--- src/rtl/alu_pipe.sv ---
`timescale 1ns/1ps
// ---------------------------------------------------------------------------
// alu_pipe
//   Handshaked execute ALU. Single-cycle ops (AND/OR/ADD/SUB/SLTU/XOR and the
//   unused codes) register their result one cycle after acceptance. MUL is
//   iterative: MUL_STEP multiplier bits are consumed per BUSY cycle, giving a
//   fixed latency of WIDTH/MUL_STEP + 1 cycles. NZCV flags and illegal_op are
//   registered alongside the result and only change when a new result is
//   loaded for presentation.
//
// Ports
//   clk          clock, rising edge
//   rst_n        asynchronous active-low reset
//   in_valid     upstream presents operands/op
//   in_ready     block can accept (IDLE, or HOLD while out_ready)
//   operand_a    first operand  [WIDTH]
//   operand_b    second operand [WIDTH]
//   alu_control  0 AND, 1 OR, 2 ADD, 3 SUB, 4 SLTU, 5 MUL, 6 XOR, others illegal
//   out_valid    result/flags valid (HOLD)
//   out_ready    downstream takes the result
//   result       registered result [WIDTH]
//   flag_n/z/c/v negative, zero, carry, signed overflow
//   illegal_op   the accepted op code was unused; qualified by out_valid
// ---------------------------------------------------------------------------
module alu_pipe #(
    parameter int WIDTH    = 32,
    parameter int MUL_STEP = 8
) (
    input  logic             clk,
    input  logic             rst_n,
    input  logic             in_valid,
    output logic             in_ready,
    input  logic [WIDTH-1:0] operand_a,
    input  logic [WIDTH-1:0] operand_b,
    input  logic [3:0]       alu_control,
    output logic             out_valid,
    input  logic             out_ready,
    output logic [WIDTH-1:0] result,
    output logic             flag_n,
    output logic             flag_z,
    output logic             flag_c,
    output logic             flag_v,
    output logic             illegal_op
);

    localparam int STEPS = WIDTH / MUL_STEP;
    localparam int CW    = $clog2(STEPS + 1);
    localparam logic [CW-1:0] STEPS_C = CW'(STEPS);
    localparam logic [CW-1:0] ONE_C   = CW'(1);

    localparam logic [3:0] OP_AND  = 4'b0000;
    localparam logic [3:0] OP_OR   = 4'b0001;
    localparam logic [3:0] OP_ADD  = 4'b0010;
    localparam logic [3:0] OP_SUB  = 4'b0011;
    localparam logic [3:0] OP_SLTU = 4'b0100;
    localparam logic [3:0] OP_MUL  = 4'b0101;
    localparam logic [3:0] OP_XOR  = 4'b0110;

    typedef enum logic [1:0] {
        IDLE = 2'd0,
        BUSY = 2'd1,
        HOLD = 2'd2
    } state_t;

    state_t state_reg, state_next;

    // Registered outputs
    logic [WIDTH-1:0] result_reg;
    logic             flag_n_reg, flag_z_reg, flag_c_reg, flag_v_reg;
    logic             illegal_reg;

    // Multiplier state: multiplicand is pre-shifted each step so the partial
    // product can be added without a variable shifter.
    logic [WIDTH-1:0] mul_a_reg;
    logic [WIDTH-1:0] mul_b_reg;
    logic [WIDTH-1:0] acc_reg;
    logic [CW-1:0]    count_reg;

    // Handshake
    logic accept;
    logic is_mul;
    logic last_step;

    assign accept    = in_valid && in_ready;
    assign is_mul    = (alu_control == OP_MUL);
    assign last_step = (state_reg == BUSY) && (count_reg == ONE_C);

    // -----------------------------------------------------------------------
    // Single-cycle ALU
    // -----------------------------------------------------------------------
    logic             is_sub;
    logic [WIDTH-1:0] b_eff;
    logic [WIDTH:0]   sum;
    logic [WIDTH-1:0] alu_res;
    logic             alu_c;
    logic             alu_v;
    logic             alu_ill;

    // SUB shares the adder as a + ~b + 1, so carry-out means "no borrow".
    assign is_sub = (alu_control == OP_SUB);
    assign b_eff  = is_sub ? ~operand_b : operand_b;
    assign sum    = {1'b0, operand_a} + {1'b0, b_eff} + {{WIDTH{1'b0}}, is_sub};

    always_comb begin
        alu_res = '0;
        alu_c   = 1'b0;
        alu_v   = 1'b0;
        alu_ill = 1'b0;
        case (alu_control)
            OP_AND:  alu_res = operand_a & operand_b;
            OP_OR:   alu_res = operand_a | operand_b;
            OP_XOR:  alu_res = operand_a ^ operand_b;
            OP_ADD, OP_SUB: begin
                alu_res = sum[WIDTH-1:0];
                alu_c   = sum[WIDTH];
                // Overflow when effective operands agree in sign and the
                // result disagrees; b_eff folds the SUB sign rule in.
                alu_v   = (operand_a[WIDTH-1] == b_eff[WIDTH-1]) &&
                          (sum[WIDTH-1] != operand_a[WIDTH-1]);
            end
            OP_SLTU: alu_res = {{(WIDTH-1){1'b0}}, (operand_a < operand_b)};
            OP_MUL:  alu_res = '0;  // handled by the iterative path
            default: alu_ill = 1'b1;
        endcase
    end

    // -----------------------------------------------------------------------
    // Iterative multiplier step
    // -----------------------------------------------------------------------
    logic [WIDTH-1:0] partial;
    logic [WIDTH-1:0] acc_sum;

    assign partial = mul_a_reg * {{(WIDTH-MUL_STEP){1'b0}}, mul_b_reg[MUL_STEP-1:0]};
    assign acc_sum = acc_reg + partial;

    // -----------------------------------------------------------------------
    // FSM: state register
    // -----------------------------------------------------------------------
    always_ff @(posedge clk or negedge rst_n) begin
        if (!rst_n) begin
            state_reg <= IDLE;
        end else begin
            state_reg <= state_next;
        end
    end

    // FSM: next state
    always_comb begin
        state_next = state_reg;
        case (state_reg)
            IDLE: begin
                if (accept) begin
                    state_next = is_mul ? BUSY : HOLD;
                end
            end
            BUSY: begin
                if (last_step) begin
                    state_next = HOLD;
                end
            end
            HOLD: begin
                if (accept) begin
                    state_next = is_mul ? BUSY : HOLD;
                end else if (out_ready) begin
                    state_next = IDLE;
                end
            end
            default: state_next = IDLE;
        endcase
    end

    // FSM: outputs
    always_comb begin
        in_ready  = 1'b0;
        out_valid = 1'b0;
        case (state_reg)
            IDLE:    in_ready = 1'b1;
            HOLD: begin
                out_valid = 1'b1;
                in_ready  = out_ready;
            end
            default: begin
                in_ready  = 1'b0;
                out_valid = 1'b0;
            end
        endcase
    end

    // -----------------------------------------------------------------------
    // Datapath registers
    // -----------------------------------------------------------------------
    always_ff @(posedge clk or negedge rst_n) begin
        if (!rst_n) begin
            result_reg  <= '0;
            flag_n_reg  <= 1'b0;
            flag_z_reg  <= 1'b0;
            flag_c_reg  <= 1'b0;
            flag_v_reg  <= 1'b0;
            illegal_reg <= 1'b0;
            mul_a_reg   <= '0;
            mul_b_reg   <= '0;
            acc_reg     <= '0;
            count_reg   <= '0;
        end else if (state_reg == BUSY) begin
            acc_reg   <= acc_sum;
            mul_a_reg <= mul_a_reg << MUL_STEP;
            mul_b_reg <= mul_b_reg >> MUL_STEP;
            count_reg <= count_reg - ONE_C;
            if (last_step) begin
                result_reg  <= acc_sum;
                flag_n_reg  <= acc_sum[WIDTH-1];
                flag_z_reg  <= (acc_sum == '0);
                flag_c_reg  <= 1'b0;
                flag_v_reg  <= 1'b0;
                illegal_reg <= 1'b0;
            end
        end else if (accept) begin
            if (is_mul) begin
                // Result/flags keep their old values until the product lands.
                mul_a_reg <= operand_a;
                mul_b_reg <= operand_b;
                acc_reg   <= '0;
                count_reg <= STEPS_C;
            end else begin
                result_reg  <= alu_res;
                flag_n_reg  <= alu_res[WIDTH-1];
                flag_z_reg  <= (alu_res == '0);
                flag_c_reg  <= alu_c;
                flag_v_reg  <= alu_v;
                illegal_reg <= alu_ill;
            end
        end
    end

    assign result     = result_reg;
    assign flag_n     = flag_n_reg;
    assign flag_z     = flag_z_reg;
    assign flag_c     = flag_c_reg;
    assign flag_v     = flag_v_reg;
    assign illegal_op = illegal_reg;

endmodule

--- config.mk ---
export PLATFORM = sky130hd
export DESIGN_NAME = alu_pipe
export DESIGN_NICKNAME = d
export VERILOG_FILES = /design/src/rtl/alu_pipe.sv
export SDC_FILE = /design/constraint.sdc
export NUM_CORES = 1
export LEC_CHECK = 0
export ABC_AREA = 1
export BUFFER_PORTS_ARGS = -buffer_cell sky130_fd_sc_hd__buf_2
export CORE_MARGIN = 2
export CORE_UTILIZATION = 58
export DETAILED_ROUTE_END_ITERATION = 10
export PLACE_DENSITY_LB_ADDON = 0.12
export REMOVE_ABC_BUFFERS = 1
export SYNTH_ARGS = -nofsm -noshare
export SYNTH_HDL_FRONTEND = slang
export SYNTH_SLANG_ARGS = --single-unit
export TNS_END_PERCENT = 50
--- constraint.sdc ---
create_clock -name clk -period 11.9 [get_ports clk]
set_clock_uncertainty 0.1 [all_clocks]
set_input_delay 0.595 -clock clk [delete_from_list [all_inputs] [get_ports clk]]
set_output_delay 0.595 -clock clk [all_outputs]
set_load 0.01 [all_outputs]
==> impl_metrics.toml <==
[setup_path]
crit_top_cell = "nand2_1"
timing.rr.start = "mul_b_reg[0]"
r2r_slack_ps = 6390
endpoint_kind = "flip-flop"
max_stage_delay_ps = 550
crit_slowest_cell = "fa_1"
worstPathMaxFanout = 32
r2r_cells = 25
startpoint_type = "flip-flop"
path_class = "reg -> reg"
worstPathRequired_ps = 12110
arrival_ps = 5720
r2r_end = "flag_z"

[sta]
min_period_ps = 5507
setup_viol = 0
slew_violations = 0
finalHoldViolations = 0
setup_ws_ps = 6393
setup_tns_ps = 0
min_period_over_period = 0.4628
rsz0062_at_grt = "false"
relSlewSlack = 0.3519
fmax_ghz = 0.1816
timing.hold.ws_ps = 59.07
worstMarginPinSlew_ps = 972.1

[die]
core_um2 = 31720
die_x_um = 183.8
dieArea_um2 = 33770
io-pin-count = 111
die_y_um = 183.8
rows = 65
start_util = 0.5910

[synth]
synth-edff-count = 0
synth_seq_cells = 137
post-synth-top-count-cell = "nand2_1"
synth_top_cells_by_count = "nand2_1, inv_1, fa_1, ha_1, dfrtp_1"
synth.area.top_cells = "fa_1, dfrtp_1, nand2_1"
yosysSeqAreaShare = 0.1829
synth_top_area_share = 0.1997
synth_top_cell_by_area = "fa_1"
ys.flop_type = "dfrtp_1"
synth_cells = 2619
synth_area_um2 = 18740
yosysUniqueCellTypes = 47
avgSynthCellArea_um2 = 7.157
ys_async_sr_fraction = 1.000
ys_warn_count = 0

[grt]
use_met3 = 0.04556
grt_pass1_wl_mm = 90.98
met1_usage = 0.4998
grt_usage = 0.3504
met2_usage = 0.5583
grt.overflow.total = 0
grt_max_degree = 71
top_usage_layer = "met2"
antenna_found_initial = 0
grt_pass1_vias = 17020

[finish]
area_growth_pct = 7.443
fin_nets = 3095
fillCellCount = 3022
diodes = 0
drive_gt1_frac = 0.06756
stdcell_area_um2 = 20140

[place]
place.port_buffers = 110
place_ws_ps = 6426
place.gp.congestion = 1.008
placed_area_um2 = 19550
dp_hpwl_mm = 45.85

[routing]
drc = 0
wl_per_cell_um = 18.66
routed_wl_mm = 57.49
num_vias = 17173
first_iter_violations = 1361
ant_nets = 0
viasPerCell = 5.574
firstDrtPassIters = 6

[cts]
cts_max_level = 4
cts_root_buffer = "clkbuf_16"
cts_buffer_depth = 2
cts_setup_buffers = 0
clkSinkCount = 137
clk_latency_ps = 430
cts-hold-fix-buffers = 0
cts_buffers = 17
ctsResizeCount = 0
clk_pin_slew_ps = 60
cts_tree = "built"

[run_status]
status = "completed"

[run]
cap_violations = 0

[worst_hold_path]
hold_path_class = "in -> async"
[stage by stage]
step	cells	util
final	3081	0.6350
after floorplan	2517	-
after global routing	3081	0.6350
after global placement	3049	0.6163
after detailed placement	3049	0.6163
after CTS	3081	0.6350
[worst max path at each step]
| stage | startpoint | endpoint | slack [ps] |
|---|---|---|---|
| 2_1_floorplan | mul_b_reg[0] | result[31] | 6970 |
| 3_3_place_gp | mul_b_reg[0] | flag_z | 6540 |
| 3_5_place_dp | mul_b_reg[0] | flag_z | 6430 |
| 4_1_cts | mul_b_reg[0] | flag_z | 6420 |
| 5_1_grt | mul_b_reg[0] | flag_z | 5950 |
| 6_report | mul_b_reg[0] | flag_z | 6390 |
[placed cells by master, fill, tap and decap left out, types with 9 or more instances in the layout]
cell	n
o21ai_0	101
nand3b_1	12
o22ai_1	29
a21boi_0	13
a21oi_1	107
fa_1	187
xnor2_1	12
a22oi_1	16
nand4_1	21
nand2_1	677
o21a_1	9
dfrtp_1	137
xor2_1	41
a221oi_1	21
clkbuf_16	17
nand3_1	84
inv_1	635
ha_1	170
buf_4	20
buf_2	109
nor3_1	16
o221ai_1	22
o211ai_1	11
nor2_1	134
[final cells by class]
type                       count  area [um2]  share of cell area
tap                          402       503.0             0.02498
multi-input combinational   1744       12520              0.6217
timing repair buffer         130       706.9             0.03510
inverter                     636        2387              0.1185
clock inverter                14       163.9            0.008139
sequential                   137        3428              0.1702
clock buffer                  18       429.2             0.02131
[worst max-delay path, delay by kind of cell, from the launching register on]
kind | cells | cell delay [ps]
and+or+nand+nor | 12 | 1320
AOI/OAI and AO/OA | 2 | 350
DFF | 1 | 350
xor gates and xnor gates | 1 | 280
adders and majority gates | 5 | 2400
buffers and inverters | 5 | 560
[logic make-up after synthesis]
group / share of synthesized area
buf+inv: 0.1498
simple gates: 0.2101
xor+xnor: 0.02476
flops: 0.1829
fa+ha+maj: 0.3132
compound gates: 0.1192
[routing by layer]
layer / up-vias / part of all wire / wire (um)
met3: 88 / 0.085 / 4896
li1: 8086 / - / -
met4: 0 / 0.027 / 1556
met1: 8181 / 0.43 / 24940
met2: 818 / 0.45 / 26100
met5: - / 0 / 0
Power is not shown: default switching activity piles up to over one toggle a cycle in this logic, so the estimate is an artifact.
